`src/rtl/dual_rail_receiver_if.sv`:
```
// rtl/dual_rail_receiver_if.sv - dual-rail receiver line and result bundle
interface dual_rail_receiver_if #(
  parameter int WIDTH = 8,
  parameter int ERR_W = 4
);
  logic             F;
  logic             G;
  logic             SAMPLE;
  logic             CLR_ERR;
  logic [WIDTH-1:0] DATA;
  logic             DATA_VALID;
  logic             ERR;
  logic [1:0]       ERR_CODE;
  logic [ERR_W-1:0] ERR_COUNT;

  modport master (
    output F, G, SAMPLE, CLR_ERR,
    input  DATA, DATA_VALID, ERR, ERR_CODE, ERR_COUNT
  );

  modport slave (
    input  F, G, SAMPLE, CLR_ERR,
    output DATA, DATA_VALID, ERR, ERR_CODE, ERR_COUNT
  );
endinterface

```
`src/rtl/dual_rail_receiver.sv`:
```
// rtl/dual_rail_receiver.sv - dual-rail return-to-null word receiver with error tracking
module dual_rail_receiver #(
  parameter int WIDTH = 8,
  parameter int ERR_W = 4
) (
  input logic               CLK1,
  input logic               RST,
  dual_rail_receiver_if.slave bus
);

  localparam int CNT_W = $clog2(WIDTH + 1);
  localparam logic [CNT_W-1:0] LAST_BIT = CNT_W'(WIDTH - 1);
  localparam logic [ERR_W-1:0] ERR_MAX  = {ERR_W{1'b1}};
  localparam logic [1:0] CODE_ILLEGAL = 2'b01;
  localparam logic [1:0] CODE_SPACER  = 2'b10;

  typedef enum logic [1:0] {
    EXP_DATA = 2'd0,
    EXP_NULL = 2'd1,
    ERROR    = 2'd2
  } state_t;

  state_t           state, state_n;
  logic [WIDTH-1:0] shreg, shreg_n;
  logic [CNT_W-1:0] cnt, cnt_n;
  logic [WIDTH-1:0] data_n;
  logic             dv_n;
  logic             err_n;
  logic [1:0]       code_n;
  logic [ERR_W-1:0] errcnt_n;

  logic             is_data;
  logic             is_null;
  logic             is_ill;
  logic [WIDTH-1:0] shifted;

  // Classify the codeword on the rails and form the shifted partial word.
  always_comb begin
    is_data = bus.F ^ bus.G;
    is_null = ~bus.F & ~bus.G;
    is_ill  = bus.F & bus.G;
    shifted = {shreg[WIDTH-2:0], bus.F};
  end

  // Next-state and next-output decode; nothing moves unless SAMPLE qualifies the edge.
  always_comb begin
    state_n  = state;
    shreg_n  = shreg;
    cnt_n    = cnt;
    data_n   = bus.DATA;
    dv_n     = 1'b0;
    err_n    = 1'b0;
    code_n   = bus.ERR_CODE;
    errcnt_n = bus.ERR_COUNT;

    if (bus.SAMPLE) begin
      if (is_ill) begin
        // Illegal codeword is an error from every state, including ERROR itself.
        err_n   = 1'b1;
        code_n  = CODE_ILLEGAL;
        state_n = ERROR;
        shreg_n = '0;
        cnt_n   = '0;
      end else begin
        unique case (state)
          EXP_DATA: begin
            if (is_data) begin
              state_n = EXP_NULL;
              if (cnt == LAST_BIT) begin
                data_n  = shifted;
                dv_n    = 1'b1;
                shreg_n = '0;
                cnt_n   = '0;
              end else begin
                shreg_n = shifted;
                cnt_n   = cnt + 1'b1;
              end
            end
          end
          EXP_NULL: begin
            if (is_null) begin
              state_n = EXP_DATA;
            end else if (is_data) begin
              err_n   = 1'b1;
              code_n  = CODE_SPACER;
              state_n = ERROR;
              shreg_n = '0;
              cnt_n   = '0;
            end
          end
          ERROR: begin
            // Data while recovering is ignored; only a spacer re-arms the receiver.
            if (is_null) begin
              state_n = EXP_DATA;
            end
          end
          default: begin
            state_n = EXP_DATA;
            shreg_n = '0;
            cnt_n   = '0;
          end
        endcase
      end
    end

    if (err_n && (bus.ERR_COUNT != ERR_MAX)) begin
      errcnt_n = bus.ERR_COUNT + 1'b1;
    end
    // Clear takes priority over a coincident increment.
    if (bus.CLR_ERR) begin
      errcnt_n = '0;
    end
  end

  // State and registered outputs, asynchronously cleared by RST.
  always_ff @(posedge CLK1 or posedge RST) begin
    if (RST) begin
      state         <= EXP_DATA;
      shreg         <= '0;
      cnt           <= '0;
      bus.DATA       <= '0;
      bus.DATA_VALID <= 1'b0;
      bus.ERR        <= 1'b0;
      bus.ERR_CODE   <= 2'b00;
      bus.ERR_COUNT  <= '0;
    end else begin
      state         <= state_n;
      shreg         <= shreg_n;
      cnt           <= cnt_n;
      bus.DATA       <= data_n;
      bus.DATA_VALID <= dv_n;
      bus.ERR        <= err_n;
      bus.ERR_CODE   <= code_n;
      bus.ERR_COUNT  <= errcnt_n;
    end
  end

endmodule
```
`src/flat_wrapper.sv`:
```
// flat-port wrapper written by rule: the top's interface ports become plain ports
module dual_rail_receiver_flat 
#(
  parameter int WIDTH = 8,
  parameter int ERR_W = 4
)
  (CLK1, RST, bus_F, bus_G, bus_SAMPLE, bus_CLR_ERR, bus_DATA, bus_DATA_VALID, bus_ERR, bus_ERR_CODE, bus_ERR_COUNT);
  dual_rail_receiver_if #(.WIDTH(WIDTH), .ERR_W(ERR_W)) bus_i ();
  input logic CLK1;
  input logic RST;
  input wire logic [$bits(bus_i.F)-1:0] bus_F;
  input wire logic [$bits(bus_i.G)-1:0] bus_G;
  input wire logic [$bits(bus_i.SAMPLE)-1:0] bus_SAMPLE;
  input wire logic [$bits(bus_i.CLR_ERR)-1:0] bus_CLR_ERR;
  output wire logic [$bits(bus_i.DATA)-1:0] bus_DATA;
  output wire logic [$bits(bus_i.DATA_VALID)-1:0] bus_DATA_VALID;
  output wire logic [$bits(bus_i.ERR)-1:0] bus_ERR;
  output wire logic [$bits(bus_i.ERR_CODE)-1:0] bus_ERR_CODE;
  output wire logic [$bits(bus_i.ERR_COUNT)-1:0] bus_ERR_COUNT;
  assign bus_i.F = bus_F;
  assign bus_i.G = bus_G;
  assign bus_i.SAMPLE = bus_SAMPLE;
  assign bus_i.CLR_ERR = bus_CLR_ERR;
  assign bus_DATA = bus_i.DATA;
  assign bus_DATA_VALID = bus_i.DATA_VALID;
  assign bus_ERR = bus_i.ERR;
  assign bus_ERR_CODE = bus_i.ERR_CODE;
  assign bus_ERR_COUNT = bus_i.ERR_COUNT;
  dual_rail_receiver #(.WIDTH(WIDTH), .ERR_W(ERR_W)) u_core (.CLK1(CLK1), .RST(RST), .bus(bus_i));
endmodule
```
`config.mk`:
```
export PLATFORM = sky130hd
export DESIGN_NAME = dual_rail_receiver_flat
export DESIGN_NICKNAME = d
export VERILOG_FILES = /design/src/rtl/dual_rail_receiver_if.sv /design/src/rtl/dual_rail_receiver.sv /design/src/flat_wrapper.sv
export SDC_FILE = /design/constraint.sdc
export NUM_CORES = 1
export LEC_CHECK = 0
export BUFFER_PORTS_ARGS = -buffer_cell sky130_fd_sc_hd__buf_2
export CELL_PAD_IN_SITES_DETAIL_PLACEMENT = 1
export CELL_PAD_IN_SITES_GLOBAL_PLACEMENT = 2
export CORE_ASPECT_RATIO = 0.7
export CORE_MARGIN = 1
export CORE_UTILIZATION = 36
export CTS_BUF_LIST = sky130_fd_sc_hd__clkbuf_16
export DETAILED_ROUTE_END_ITERATION = 10
export PLACE_DENSITY_LB_ADDON = 0.1
export SLEW_MARGIN = 20
export SYNTH_ARGS = -nofsm -noshare
export SYNTH_HDL_FRONTEND = slang
export SYNTH_SLANG_ARGS = --single-unit
```
`constraint.sdc`:
```
create_clock -name CLK1 -period 1.95 [get_ports CLK1]
set_input_delay 0.4875 -clock CLK1 [delete_from_list [all_inputs] [get_ports CLK1]]
set_output_delay 0.4875 -clock CLK1 [all_outputs]
set_load 0.03 [all_outputs]
```
==> flow_metrics.py <==
metrics = {
    "pwr": {
        "switchingPower_uw": 681,
        "power_per_cell_area_nw_per_um2": 1150,
        "pwr-share-comb_pct": 26.6,
        "share_clk_of_total_power_pct": 34.7,
        "vdd_drop_max_mv": 0.577,
        "seqPwrFrac_pct": 38.7,
        "p_int_mw": 1.41,
        "power_switching_share_pct": 32.6,
        "p_leak_nw": 0.916,
    },
    "timing": {
        "slew_viol_final": 0,
        "worst_pin_slew_ns": 0.381,
        "slew_headroom_pct": 74.6,
        "fin_skew_ns": 0.00803,
        "grt_setup_unrepaired": "no",
        "hold_viol": 0,
        "setup_viol": 0,
        "hold_slack_ns": 0.281,
        "timing.fmax_ghz": 0.572,
        "post-route-period-util_pct": 89.7,
        "period_minus_slack_ns": 1.75,
    },
    "die": {
        "coreArea_um2": 3630,
        "fp.dieH_um": 54.3,
        "io_pins": 22,
        "start_util_pct": 38.8,
        "rows": 18,
        "die_x_um": 76.7,
        "dieArea_um2": 4160,
    },
    "clocking": {
        "path_clk_slew_ns": 0.05,
        "clk_latency_ns": 0.28,
        "postCtsHoldBufs": 0,
        "numCtsBuffers": 5,
        "clockBufferDepth": 2,
        "htreeDepth": 2,
        "clock-sinks": 29,
        "post_cts_buffers": 0,
        "cts_tree": "done",
        "ctsResizeCount": 0,
        "cts_root_buffer": "clkbuf_16",
    },
    "flow_run": {
        "cap_violations": 0,
    },
    "routing": {
        "drtIter0Drc": 43,
        "drt-total-wl_mm": 3.43,
        "vias": 1070,
        "drtAntennaViolNets": 0,
        "wl_per_cell_um": 16.2,
        "drt_first_pass_iters": 4,
        "via_per_inst": 5.07,
        "drc": 0,
    },
    "min_path": {
        "hold_class": "primary input to asynchronous set/reset pin",
    },
    "synthesis": {
        "yosysWarnings": 0,
        "synth.avg_cell_area_um2": 11.5,
        "ys_ff_latch": 29,
        "ys_seq_area_share_pct": 51.6,
        "synthesis.nets": 134,
        "syn_area_um2": 1410,
        "yosysUniqueCellTypes": 34,
        "syn_inst": 122,
    },
    "placed_design": {
        "placedCellCount": 203,
        "buffer_ports.inserted": 21,
        "hpwl_mm": 2.41,
        "post_dp_cell_area_um2": 1670,
        "gp_congestion": 0.810,
    },
    "critical_path": {
        "cp.required_ns": 2.11,
        "crit_path_end_kind": "flop",
        "critPathBufInv": 3,
        "path_depth": 7,
        "arrival_ns": 1.90,
        "worst-r2r-setup-slack_ns": 0.27,
        "cp_common_cell": "buf_4",
        "r2r_cells": 4,
        "crit_chain": "buf_2 -> ha_1 -> buf_4 -> nor3_1 -> nand4_1 -> buf_4 -> mux2_2",
        "regToRegEndpoint": "u_core.cnt[1]",
        "crit_slowest_cell": "mux2_2",
        "cp_max_fo": 6,
        "worstSetupStartpointType": "primary input",
        "path_class": "primary input to flop",
        "cpPeakStageDelay_ns": 0.28,
        "critical_path.top_delay_family": "buffers and inverters",
        "r2r-start": "u_core.state[0]",
    },
    "run_status": {
        "status": "completed",
    },
    "finish": {
        "design_area_um2": 1810,
        "instances_no_fill": 211,
        "area_growth_pct": 28.5,
        "diodes": 0,
        "finalNetCount": 172,
        "layout-drive-gt1-share_pct": 36.6,
        "fillers": 401,
        "seqCellArea_um2": 726,
        "fin_util_pct": 49.8,
        "multi_input_area_um2": 641,
    },
    "grt": {
        "antenna_found_initial": 0,
        "grt_max_degree": 30,
        "overflow": 0,
        "first_global_vias": 1098,
        "grt_pass1_wl_mm": 5.71,
        "grt.total_usage_pct": 19.1,
    },
}
-- cells in the mapped netlist (all sizes together) --
cell type / count / area, µm²
o2bb2ai: 8 / 70.1
and4b: 2 / 20.0
and2: 2 / 15.0
nand2: 2 / 7.51
and3b: 2 / 18.8
buf: 2 / 22.5
o21a: 1 / 7.51
o211ai: 1 / 7.51
a21oi: 8 / 40.0
o21bai: 1 / 7.51
xor2: 1 / 8.76
nor2b: 3 / 18.8
clkbuf: 4 / 15.0
nand2b: 2 / 12.5
nor4b: 1 / 8.76
nor3: 6 / 30.0
nor2: 1 / 3.75
and2b: 1 / 7.51
o21ai: 5 / 36.3
a21o: 2 / 15.0
o41ai: 1 / 8.76
inv: 4 / 15.0
dfrtp: 29 / 726
a31oi: 2 / 12.5
or4: 1 / 11.3
nand4: 1 / 6.26
o31a: 1 / 8.76
nand3: 10 / 50.1
and3: 3 / 18.8
mux2: 9 / 101
ha: 6 / 75.1
-- final cells by class --
type | instances | share of cell area [%]
well taps | 50 | 3.46
multi-input cells | 83 | 35.5
repair buffers | 37 | 12.5
clock inverters | 3 | 0.693
clock buffers | 5 | 6.93
flip-flops and latches | 29 | 40.2
inverters | 4 | 0.831
-- cells by family (layout without fill, tap and decap cells) --
| family | Yosys count | in the layout | synth area share (%) |
|---|---|---|---|
| simple gates | 37 | 37 | 16.3 |
| buf+inv | 10 | 49 | 3.74 |
| compound gates | 30 | 30 | 15.2 |
| mux | 9 | 9 | 7.21 |
| xor+xnor | 1 | 1 | 0.623 |
| fa+ha+maj | 6 | 6 | 5.34 |
| flops | 29 | 29 | 51.6 |
-- worst register-to-register path, cell delays in order (launching register included) --
cell     delay, ns
dfrtp_1       0.50
or4_4         0.57
and2_4        0.20
and3_1        0.16
a21o_1        0.14
-- cell usage in the layout, fill, tap and decap left out, types with 3 or more instances in the layout --
master / instances
a21oi_1: 8
nand3_1: 10
buf_4: 16
nor2b_1: 3
ha_1: 5
o21ai_0: 4
and3_1: 3
nor3_1: 6
dfrtp_1: 29
o2bb2ai_1: 8
mux2_2: 9
clkbuf_16: 5
buf_2: 21
-- power by group through the flow --
| stage | logic, mW | clock network [mW] | registers (mW) |
|---|---|---|---|
| 3_5_place_dp | 0.554 | 0 | 0.816 |
| 5_1_grt | 0.618 | 0.771 | 0.824 |
| 2_1_floorplan | 0.361 | 0 | 0.829 |
| 6_report | 0.554 | 0.725 | 0.807 |
| 4_1_cts | 0.562 | 0.739 | 0.806 |
| 3_3_place_gp | 0.529 | 0 | 0.809 |
-- flip-flops by register name, indices dropped and copies added (netlist names) --
| name | count |
|---|---|
| u_core.bus.ERR_CODE | 2 |
| u_core.shreg | 7 |
| u_core.state | 2 |
| u_core.bus.ERR | 1 |
| u_core.cnt | 4 |
| u_core.bus.ERR_COUNT | 4 |
| u_core.bus.DATA | 8 |
| u_core.bus.DATA_VALID | 1 |
-- worst max path at each step --
stage / startpoint / endpoint / slack, ns
final: bus_G / u_core.bus.DATA[1] / 0.20
after global routing: bus_G / u_core.bus.DATA[3] / 0.11
after CTS: bus_G / u_core.bus.DATA[1] / 0.18
after detailed placement: bus_G / u_core.cnt[1] / -0.04
after global placement: bus_G / u_core.cnt[1] / -0.02
after floorplan: bus_G / u_core.cnt[1] / 0.007
-- per-layer routing --
metal	global-route usage (%)	wire length, µm
met5	0	0
met2	29.5	1520
met3	6.83	149
met1	25.7	1740
met4	4.81	21
-- stage by stage --
| step | TNS, ns | power (mW) | setup WS, ns |
|---|---|---|---|
| finish | 0 | 2.09 | 0.202 |
| global route | 0 | 2.21 | 0.111 |
| floorplan | 0 | 1.19 | 0.00688 |
| detailed placement | -0.0978 | 1.37 | -0.0428 |
| global placement | -0.0333 | 1.34 | -0.0188 |
| CTS | 0 | 2.11 | 0.180 |
Note: power is estimated with default switching activity, not from simulation.
